$ cat src/rtl/sio_bus_arbiter.sv
// sio_bus_arbiter
//   Shares the quad-SPI pad group between the PSRAM controller (master 0)
//   and the NOR flash controller (master 1). One owner at a time, with a
//   bus-release turnaround of TURN_CYCLES idle cycles between owners.
//   Round-robin tie-break; the owner is never pre-empted by the other master.
//
// Ports
//   clk, resetn          clock, asynchronous active-low reset
//   req[1:0]             bus requests (bit 0 PSRAM, bit 1 NOR)
//   gnt[1:0]             registered one-hot-or-zero grant
//   m0_* / m1_*          master chip select, sclk, sio data and enables
//   ce0, ce1             pad chip selects (active-low)
//   sclk_ram, sclk_nor   pad serial clocks
//   sio_o, sio_oe        pad data and output enables
//   busy                 state is not IDLE
//   timeout_err          one-cycle pulse on a forced release (macro only)
//
// Optional feature macro: SIO_ARB_TIMEOUT_EN
//   Bounds each grant to MAX_HOLD cycles; an over-holding master is forced
//   off and locked out until it drops its request.

module sio_bus_arbiter #(
    parameter int TURN_CYCLES = 2,
    parameter int MAX_HOLD    = 4096
) (
    input  logic       clk,
    input  logic       resetn,
    input  logic [1:0] req,
    output logic [1:0] gnt,
    input  logic       m0_ce_n,
    input  logic       m1_ce_n,
    input  logic       m0_sclk,
    input  logic       m1_sclk,
    input  logic [3:0] m0_sio_o,
    input  logic [3:0] m1_sio_o,
    input  logic [3:0] m0_sio_oe,
    input  logic [3:0] m1_sio_oe,
    output logic       ce0,
    output logic       ce1,
    output logic       sclk_ram,
    output logic       sclk_nor,
    output logic [3:0] sio_o,
    output logic [3:0] sio_oe,
    output logic       busy
`ifdef SIO_ARB_TIMEOUT_EN
    ,
    output logic       timeout_err
`endif
);

    if (TURN_CYCLES < 1 || TURN_CYCLES > 15) begin : g_bad_turn
        $error("sio_bus_arbiter: TURN_CYCLES must be 1..15");
    end
    if (MAX_HOLD < 2) begin : g_bad_hold
        $error("sio_bus_arbiter: MAX_HOLD must be at least 2");
    end

    typedef enum logic [1:0] {IDLE, OWN0, OWN1, TURN} state_t;

    localparam logic [3:0] TURN_LOAD = 4'(TURN_CYCLES - 1);

    state_t     state;
    logic       last_gnt;    // index of the most recent grant
    logic [3:0] turn_cnt;
    logic [1:0] elig;
    logic       pick_valid;
    logic       pick;        // index of the winner when pick_valid
    logic       own_idx;
    logic       own_req;

`ifdef SIO_ARB_TIMEOUT_EN
    localparam int              HOLD_W    = $clog2(MAX_HOLD);
    localparam logic [HOLD_W-1:0] HOLD_LAST = HOLD_W'(MAX_HOLD - 1);

    logic [HOLD_W-1:0] hold_cnt;
    logic [1:0]        lockout;

    assign elig = req & ~lockout;
`else
    assign elig = req;
`endif

    // On a tie the master that did not own the bus last wins.
    always_comb begin
        pick_valid = |elig;
        if (&elig) pick = ~last_gnt;
        else       pick = elig[1];
    end

    assign own_idx = (state == OWN1);
    assign own_req = own_idx ? req[1] : req[0];

    always_ff @(posedge clk or negedge resetn) begin
        if (!resetn) begin
            state    <= IDLE;
            gnt      <= 2'b00;
            last_gnt <= 1'b1;
            turn_cnt <= 4'd0;
`ifdef SIO_ARB_TIMEOUT_EN
            hold_cnt    <= '0;
            lockout     <= 2'b00;
            timeout_err <= 1'b0;
`endif
        end else begin
`ifdef SIO_ARB_TIMEOUT_EN
            timeout_err <= 1'b0;
            // A locked-out master is forgiven once its request is seen low.
            lockout     <= lockout & req;
`endif
            case (state)
                IDLE, TURN: begin
                    if (state == TURN && turn_cnt != 4'd0) begin
                        turn_cnt <= turn_cnt - 4'd1;
                    end else if (pick_valid) begin
                        state    <= pick ? OWN1 : OWN0;
                        gnt      <= pick ? 2'b10 : 2'b01;
                        last_gnt <= pick;
`ifdef SIO_ARB_TIMEOUT_EN
                        hold_cnt <= '0;
`endif
                    end else begin
                        state <= IDLE;
                    end
                end
                default: begin // OWN0, OWN1
                    if (!own_req) begin
                        state    <= TURN;
                        gnt      <= 2'b00;
                        turn_cnt <= TURN_LOAD;
`ifdef SIO_ARB_TIMEOUT_EN
                    end else if (hold_cnt == HOLD_LAST) begin
                        state             <= TURN;
                        gnt               <= 2'b00;
                        turn_cnt          <= TURN_LOAD;
                        timeout_err       <= 1'b1;
                        lockout[own_idx]  <= 1'b1;
                    end else begin
                        hold_cnt <= hold_cnt + HOLD_W'(1);
`endif
                    end
                end
            endcase
        end
    end

    // Pad mux decoded from the registered state, so it switches with gnt
    // and drops to idle the instant reset asserts.
    always_comb begin
        ce0      = 1'b1;
        ce1      = 1'b1;
        sclk_ram = 1'b0;
        sclk_nor = 1'b0;
        sio_o    = 4'h0;
        sio_oe   = 4'h0;
        case (state)
            OWN0: begin
                ce0      = m0_ce_n;
                sclk_ram = m0_sclk;
                sio_o    = m0_sio_o;
                sio_oe   = m0_sio_oe;
            end
            OWN1: begin
                ce1      = m1_ce_n;
                sclk_nor = m1_sclk;
                sio_o    = m1_sio_o;
                sio_oe   = m1_sio_oe;
            end
            default: ;
        endcase
    end

    assign busy = (state != IDLE);

endmodule

$ cat config.mk
export PLATFORM = sky130hd
export DESIGN_NAME = sio_bus_arbiter
export DESIGN_NICKNAME = d
export VERILOG_FILES = /design/src/rtl/sio_bus_arbiter.sv
export SDC_FILE = /design/constraint.sdc
export NUM_CORES = 1
export LEC_CHECK = 0
export ABC_AREA = 1
export CAP_MARGIN = 15
export CORE_ASPECT_RATIO = 0.7
export CORE_UTILIZATION = 35
export CTS_BUF_LIST = sky130_fd_sc_hd__clkbuf_16
export DETAILED_ROUTE_END_ITERATION = 12
export GPL_ROUTABILITY_DRIVEN = 0
export PLACE_DENSITY_LB_ADDON = 0.1
export SYNTH_ARGS = -nofsm -noshare
export SYNTH_HDL_FRONTEND = slang
export SYNTH_SLANG_ARGS = --single-unit
$ cat constraint.sdc
create_clock -name clk -period 1.4 [get_ports clk]
set_input_delay 0.14 -clock clk [delete_from_list [all_inputs] [get_ports clk]]
set_output_delay 0.14 -clock clk [all_outputs]
set_load 0.03 [all_outputs]
==> metrics.md, run 1 <==
| Metric | Value |
|---|---|
| # nets final | 192 |
| Vias | 913 |
| Total power draw | 4.75 mW |
| Final min period | 1.61 ns |
| Clock tree from TritonCTS | yes |
| Final Skew | 0.00110 ns |
| MaxCap Viol Count | 0 |
| DP Area | 1270 sq um |
| Unique masters post-synth | 21 |
| Share of post-route cells with drive strength above 1 | 43.4% |
| Die X | 57.2 microns |
| Final Max Slew Viols | 0 |
| Worst Path Arrival | 1.47 ns |
| Worst r2r path cells | 8 |
| Clock-pin slew on the worst setup and hold paths | 0.04 ns |
| Global-route wire length before repair | 3680 microns |
| CTS Buf Count | 3 |
| Synth top area cells | dfrtp_1 (27%), nand2_1 (17%), ha_1 (13%) |
| Initial Utilization | 38.6% |
| Final setup margin | -0.207 ns |
| Post-Layout Inst Area | 1620 sq um |
| WL per Instance | 15.6 microns |
| DRC viols | 3 |
| Die Y | 40.7 microns |
| Vias per cell | 5.04 |
| RSZ-0062 raised after global routing | true |
| Mapped Nets | 136 |
| All-layer global routing usage | 23.1% |
| Post-route clock period utilization | 115% |
| Number of port buffers | 38 |
| Mapped Cells | 104 |
| Crit-path cells | inv_2, ha_4, buf_6, nand2_1, a21oi_4, buf_6 |
| Syn. warnings | 0 |
| Core area | 1940 sq um |
| R2R Path End | gnt[0]$_DFFE_PN0P_ |
| Initial DRC count | 28 |
| Largest net degree at the start of global routing | 11 |
| Critical R2R Launch | state[1]$_DFFE_PN0P_ |
| Yosys top cell by area | dfrtp_1 |
| Leakage | 0.750 nW |
| Worst VDD drop | 0.00270 V |
| Pre-antenna DRT Iters | 8 |
| Seq/Total Area, Yosys | 30.3% |
| ANT nets after route | 0 |
| Max clock buf depth | 2 |
| Yosys top cell area share | 26.8% |
| Synth Register Bits | 9 |
| Rel. slew slack | 70.4% |
| Syn avg cell area | 7.18 sq um |
| Vias in the first global route | 834 |
| CP delay by family, top | buffers and inverters |
| Worst hold path class | input pin to asynchronous set/reset pin |
| Final hold violation count | 0 |
| Root Driver | clkbuf_16 |
| Drt total wl | 2820 microns |
| Syn Std Cell Area | 747 sq um |
| DP HPWL | 1780 microns |
| FMAX | 622 MHz |
| Status | finished with violations |
| DIE AREA | 2330 sq um |
| Row count | 13 |
| Place WS | -0.156 ns |
| Worst-Margin Slew | 0.442 ns |
| Clk sinks | 9 |
| Worst EP required | 1.26 ns |
| Crit Path Class | flip-flop to output pin |
| Failing checks | design-rule violations, negative setup slack |
| H-tree lvl count | 1 |
| Io pins | 39 |
| Worst-skew pair later-pin latency | 0.24 ns |
| Crit end category | output pin |
| Flop-to-flop setup slack | -0.07 ns |
| Crit path top cell by count | buf_6 |
| CP max FO | 5 |
| ANT cells | 0 |
| Cell Pwr Density | 2930 nW/um^2 |
| Startpoint Class | flip-flop |
| Initial antenna violation count | 0 |
| CP bufs+invs | 3 |
| Max stage delay on crit path | 0.40 ns |
| Area grow syn2layout | 117% |
| Final setup vio count | 15 |
| Slowest-stage cell, CP | dfrtp_1 |
| Grt total ovfl | 0 |
[cell usage after synthesis]
cell type	count
a21oi_1	10
buf_4	1
buf_6	1
clkbuf_1	1
dfrtp_1	8
dfstp_2	1
ha_1	8
inv_1	14
inv_2	2
nand2_1	33
nand2_2	2
nand2_4	2
nand3_1	5
nand3_2	3
nand3b_1	1
nor2_1	3
o21ai_0	4
o21ai_1	1
o22ai_1	2
xnor2_1	1
xor2_1	1
[timing repair]
action	CTS	global route
setup buffers	5	3
pin swaps	2	4
gates resized for setup	27	28
setup endpoints to repair	18	21
hold buffers	0	0
[cell families (layout without fill, tap and decap cells)]
family / Yosys count / after routing / synth area share (%)
buffers and inverters: 19 / 74 / 11.1
and+or+nand+nor: 49 / 49 / 31.2
xor gates and xnor gates: 2 / 2 / 2.35
DFF: 9 / 9 / 30.3
AOI/OAI and AO/OA: 17 / 17 / 11.7
adders and majority gates: 8 / 8 / 13.4
[report_power, final]
| group | total (mW) | switching (mW) | leakage (nW) | internal (mW) |
|---|---|---|---|---|
| Sequential | 0.457 | 0.0713 | 0.111 | 0.385 |
| Clock | 0.505 | 0.132 | 0.0423 | 0.374 |
| Combinational | 3.79 | 2.10 | 0.596 | 1.69 |
| Total | 4.75 | 2.30 | 0.750 | 2.45 |
[cells in the final DEF (no fill, tap or decap), types with 3 or more instances in the layout]
cell | Yosys | final
ha_1 | 8 | 4
nand2_2 | 2 | 4
clkdlybuf4s50_1 | 0 | 23
clkbuf_16 | 0 | 3
buf_4 | 1 | 10
dfrtp_1 | 8 | 8
a21oi_4 | 0 | 8
o21ai_1 | 1 | 3
nand3_1 | 5 | 4
nand2_4 | 2 | 5
inv_1 | 14 | 12
nand2_1 | 33 | 28
buf_6 | 1 | 17
ha_4 | 0 | 4
inv_2 | 2 | 4
[worst max-delay path by stage]
| stage | start | to | slack, ns | cells after the start |
|---|---|---|---|---|
| finish | state[1]$_DFFE_PN0P_ | sio_o[2] | -0.21 | 6 |
| global route | state[1]$_DFFE_PN0P_ | sio_o[2] | -0.24 | 6 |
| CTS | state[0]$_DFFE_PN0P_ | sio_oe[0] | -0.17 | 6 |
| detailed placement | state[1]$_DFFE_PN0P_ | sio_oe[0] | -0.16 | 5 |
| global placement | state[1]$_DFFE_PN0P_ | sio_oe[1] | -0.09 | 5 |
| floorplan | state[1]$_DFFE_PN0P_ | gnt[0]$_DFFE_PN0P_ | 0.02 | 9 |
[through the flow]
step                      std cells  setup TNS (ns)  util (%)  hold slack, ns
after floorplan                 104               0         -          -0.156
after global placement          169          -0.682      65.9           0.455
after detailed placement        169           -1.23      65.9           0.466
after CTS                       178           -1.38      77.4           0.224
after global routing            181           -2.65      83.7           0.239
final                           181           -1.79      83.7           0.216
[final cells by class]
| class | count | area, sq um |
|---|---|---|
| tap | 22 | 27.5 |
| multi-input combinational | 76 | 658 |
| sequential | 9 | 226 |
| inverter | 16 | 67.6 |
| clock inverter | 1 | 3.75 |
| timing repair buffer | 54 | 562 |
| fill | 111 | 315 |
| clock buffer | 3 | 75.1 |
[metal layers]
metal / vias to the layer above / wire, microns / part of all wire [%] / GRT usage [%]
li1: 440 / - / - / -
met1: 437 / 1080 / 38 / 23.1
met2: 30 / 1560 / 55 / 49.7
met3: 6 / 133 / 4.7 / 6.62
met4: 0 / 48 / 1.7 / 6.10
met5: - / 0 / 0 / 0
[flip-flops by register name, summed over array words and instances, names as in the netlist]
name	flops
last_gnt	1
gnt	2
turn_cnt	4
state	2
[worst reg2reg max path, cell delays in order (launching register included)]
cell     delay, ns
dfrtp_1       0.38
inv_2         0.09
ha_4          0.30
buf_4         0.15
nand3_4       0.13
nand2_4       0.12
nand2_2       0.06
nand2_1       0.07
nand2_1       0.05
Note: power is estimated with default switching activity, not from simulation.
==> inputs of run 2 (changes only) <==
--- a/config.mk
+++ b/config.mk
@@ -13,6 +13,7 @@
 export DETAILED_ROUTE_END_ITERATION = 12
 export GPL_ROUTABILITY_DRIVEN = 0
 export PLACE_DENSITY_LB_ADDON = 0.1
+export RECOVER_POWER = 25
 export SYNTH_ARGS = -nofsm -noshare
 export SYNTH_HDL_FRONTEND = slang
 export SYNTH_SLANG_ARGS = --single-unit
==> constraint.sdc (replaced) <==
create_clock -name clk -period 1.4 [get_ports clk]
set_input_delay 0.14 -clock clk [delete_from_list [all_inputs] [get_ports clk]]
set_output_delay 0.14 -clock clk [all_outputs]
set_load 0.005 [all_outputs]
==> metrics.md, run 2 (synthesis gave the netlist of run 1 again) <==
| Metric | Value |
|---|---|
| # hold bufs at CTS | 0 (unchanged) |
| Post-route clock period utilization | 119% (+3.7 points) |
| Multi-input gate area | 574 sq um (-13%) |
| All-layer global routing usage | 22.7% (-0.44 points) |
| Failing checks | design-rule violations, negative setup slack |
| Max stage delay on crit path | 0.37 ns (-0.03 ns) |
| Number of port buffers | 38 (unchanged) |
| Final Max Slew Viols | 0 (unchanged) |
| Clock-pin slew on the worst setup and hold paths | 0.04 ns (about the same) |
| Global-route wire length before repair | 3690 microns (+0.19%) |
| # nets final | 197 (+2.6%) |
| Die Y | 40.7 microns (unchanged) |
| GR peak layer | met2 |
| Pre-antenna DRT Iters | 8 (unchanged) |
| Max clock buf depth | 2 (unchanged) |
| Rel. slew slack | 71.4% (+1.0 points) |
| CTS Buf Count | 3 (unchanged) |
| Final min period | 1.66 ns (+0.0518 ns) |
| Startpoint Class | flip-flop |
| Row count | 13 (unchanged) |
| Clock tree from TritonCTS | yes |
| Crit end category | output pin |
| Worst-Margin Slew | 0.427 ns (-0.0150 ns) |
| Status | finished with violations |
| Core area | 1940 sq um (unchanged) |
| Vias | 887 (-2.8%) |
| DIE AREA | 2330 sq um (unchanged) |
| Initial Utilization | 38.6% (unchanged) |
| Max FFs per register | 4 (unchanged) |
| H-tree lvl count | 1 (unchanged) |
| DP HPWL | 1570 microns (-11%) |
| Final hold violation count | 0 (unchanged) |
| Global Route met1 Usage | 25.7% (+2.7 points) |
| Drt total wl | 2720 microns (-3.8%) |
| Final setup margin | -0.259 ns (-0.0518 ns) |
| Largest net degree at the start of global routing | 10 (-1) |
| WL per Instance | 14.6 microns (-6.4%) |
| Commonest non-fill, non-tap cells in the layout | nand2_1 (26), clkdlybuf4s50_1 (24), inv_1 (11), buf_6 (11), buf_4 (10) |
| Grt total ovfl | 0 (unchanged) |
| Final setup vio count | 19 (+4) |
| Cell Pwr Density | 2690 nW/um^2 (-8.4%) |
| Share of post-route cells with drive strength above 1 | 42.1% (-1.3 points) |
| Storage element area | 226 sq um (unchanged) |
| Root Driver | clkbuf_16 |
| Worst Path Arrival | 1.52 ns (+0.05 ns) |
| Crit-path cells | inv_2, buf_6, ha_4, inv_8, buf_4, a21oi_2, buf_2 |
| Met2 Resource Use GR | 44.1% (-5.6 points) |
| Worst EP required | 1.26 ns (about the same) |
| Biggest regs | turn_cnt (4), gnt (2), state (2) |
| RSZ-0062 raised after global routing | true |
| Number of fillers in the final layout | 131 (+18%) |
| Area grow syn2layout | 105% |
| ANT cells | 0 (unchanged) |
| Flop-to-flop setup slack | -0.15 ns (-0.08 ns) |
| MaxCap Viol Count | 0 (unchanged) |
| CP max FO | 9 (+4) |
| Initial DRC count | 31 (+11%) |
| Final Skew | 0.00418 ns (+0.00308 ns) |
| Slowest-stage cell, CP | dfrtp_1 |
| Initial antenna violation count | 0 (unchanged) |
| Die X | 57.2 microns (unchanged) |
| Vias per cell | 4.77 (-5.5%) |
| Io pins | 39 (unchanged) |
| Total power draw | 4.11 mW (-14%) |
| Leakage | 0.738 nW (-1.7%) |
| ANT nets after route | 0 (unchanged) |
| Most common cell after layout, fill and taps aside | nand2_1 |
| Crit Path Class | flip-flop to output pin |
| Worst hold path class | input pin to asynchronous set/reset pin |
| Reg with most FFs | turn_cnt |
| DRC viols | 2 (-1) |
| Vias in the first global route | 814 (-2.4%) |
| Worst-skew pair later-pin latency | 0.24 ns (about the same) |
| Worst VDD drop | 0.00127 V (-53%) |
| FMAX | 603 MHz (-3.1%) |
| Worst hold slack | 0.274 ns (+0.0575 ns) |
| Clk sinks | 9 (unchanged) |
| Met3 GRT Util | 7.57% (+0.95 points) |
[run 2: cell types whose count changed in the layout (fill, tap and decap cells not counted), moves of 2 or more]
cell / before / now
a21oi_2: 1 / 8
buf_2: 0 / 9
nand2_2: 4 / 6
nand2_1: 28 / 26
a21oi_4: 8 / 0
nor2_4: 2 / 0
nor2_1: 1 / 3
buf_6: 17 / 11
[run 2: what timing repair did]
action                                  CTS  global route
pin swaps                                 4             8
gates resized for setup                  69            29
endpoints found under the hold margin     0             0
endpoints found under the setup margin   21            22
gates cloned                              0             0
setup buffers                             9             8
[run 2: area by class of cell]
type	count	area share, %
clock buffer	3	4.91
clock inverter	1	0.327
inverter	16	4.91
multi-input combinational	76	37.6
sequential	9	14.8
tap	22	1.80
timing repair buffer	59	35.7
[run 2: final timing paths]
check                                     startpoint                       to  depth (start not counted)
worst max-delay path            state[0]$_DFFE_PN0P_                sio_oe[1]                          7
worst min-delay path                          resetn  turn_cnt[3]$_DFFE_PN0P_                          1
worst max register to register  state[0]$_DFFE_PN0P_       gnt[1]$_DFFE_PN0P_                          9
worst min register to register    gnt[0]$_DFFE_PN0P_       gnt[0]$_DFFE_PN0P_                          2
max in group asynchronous                     resetn     last_gnt$_DFFE_PN1P_                          1
min in group clk                  gnt[0]$_DFFE_PN0P_       gnt[0]$_DFFE_PN0P_                          2
[run 2: where the power goes]
part / switching (mW) / internal [mW]
sequential: 0.0619 / 0.385
clock: 0.145 / 0.378
combinational: 1.58 / 1.56
total: 1.79 / 2.32
[run 2: critical path: cells and delay by family, from the launching register on]
| kind | cells | cell delay [ns] |
|---|---|---|
| compound gates | 1 | 0.09 |
| flops | 1 | 0.37 |
| fa+ha+maj | 1 | 0.30 |
| buf+inv | 5 | 0.50 |
[run 2: routing by layer]
metal | share of wire [%] | wire length [microns] | vias up
met3 | 4.0 | 108 | 2
met4 | 0.22 | 6 | 0
li1 | - | - | 448
met5 | 0 | 0 | -
met1 | 45 | 1230 | 414
met2 | 50 | 1370 | 23
[run 2: metrics by stage]
stage | setup WS [ns] | instances | utilization, % | area, sq um | setup TNS [ns]
after floorplan | 0.00372 | 104 | - | 759 | 0
final | -0.259 | 186 | 79.0 | 1530 | -2.67
after global routing | -0.302 | 186 | 79.0 | 1530 | -3.70
after detailed placement | -0.289 | 169 | 62.2 | 1200 | -3.28
after global placement | -0.267 | 169 | 62.2 | 1200 | -2.84
after CTS | -0.218 | 180 | 72.5 | 1400 | -2.22
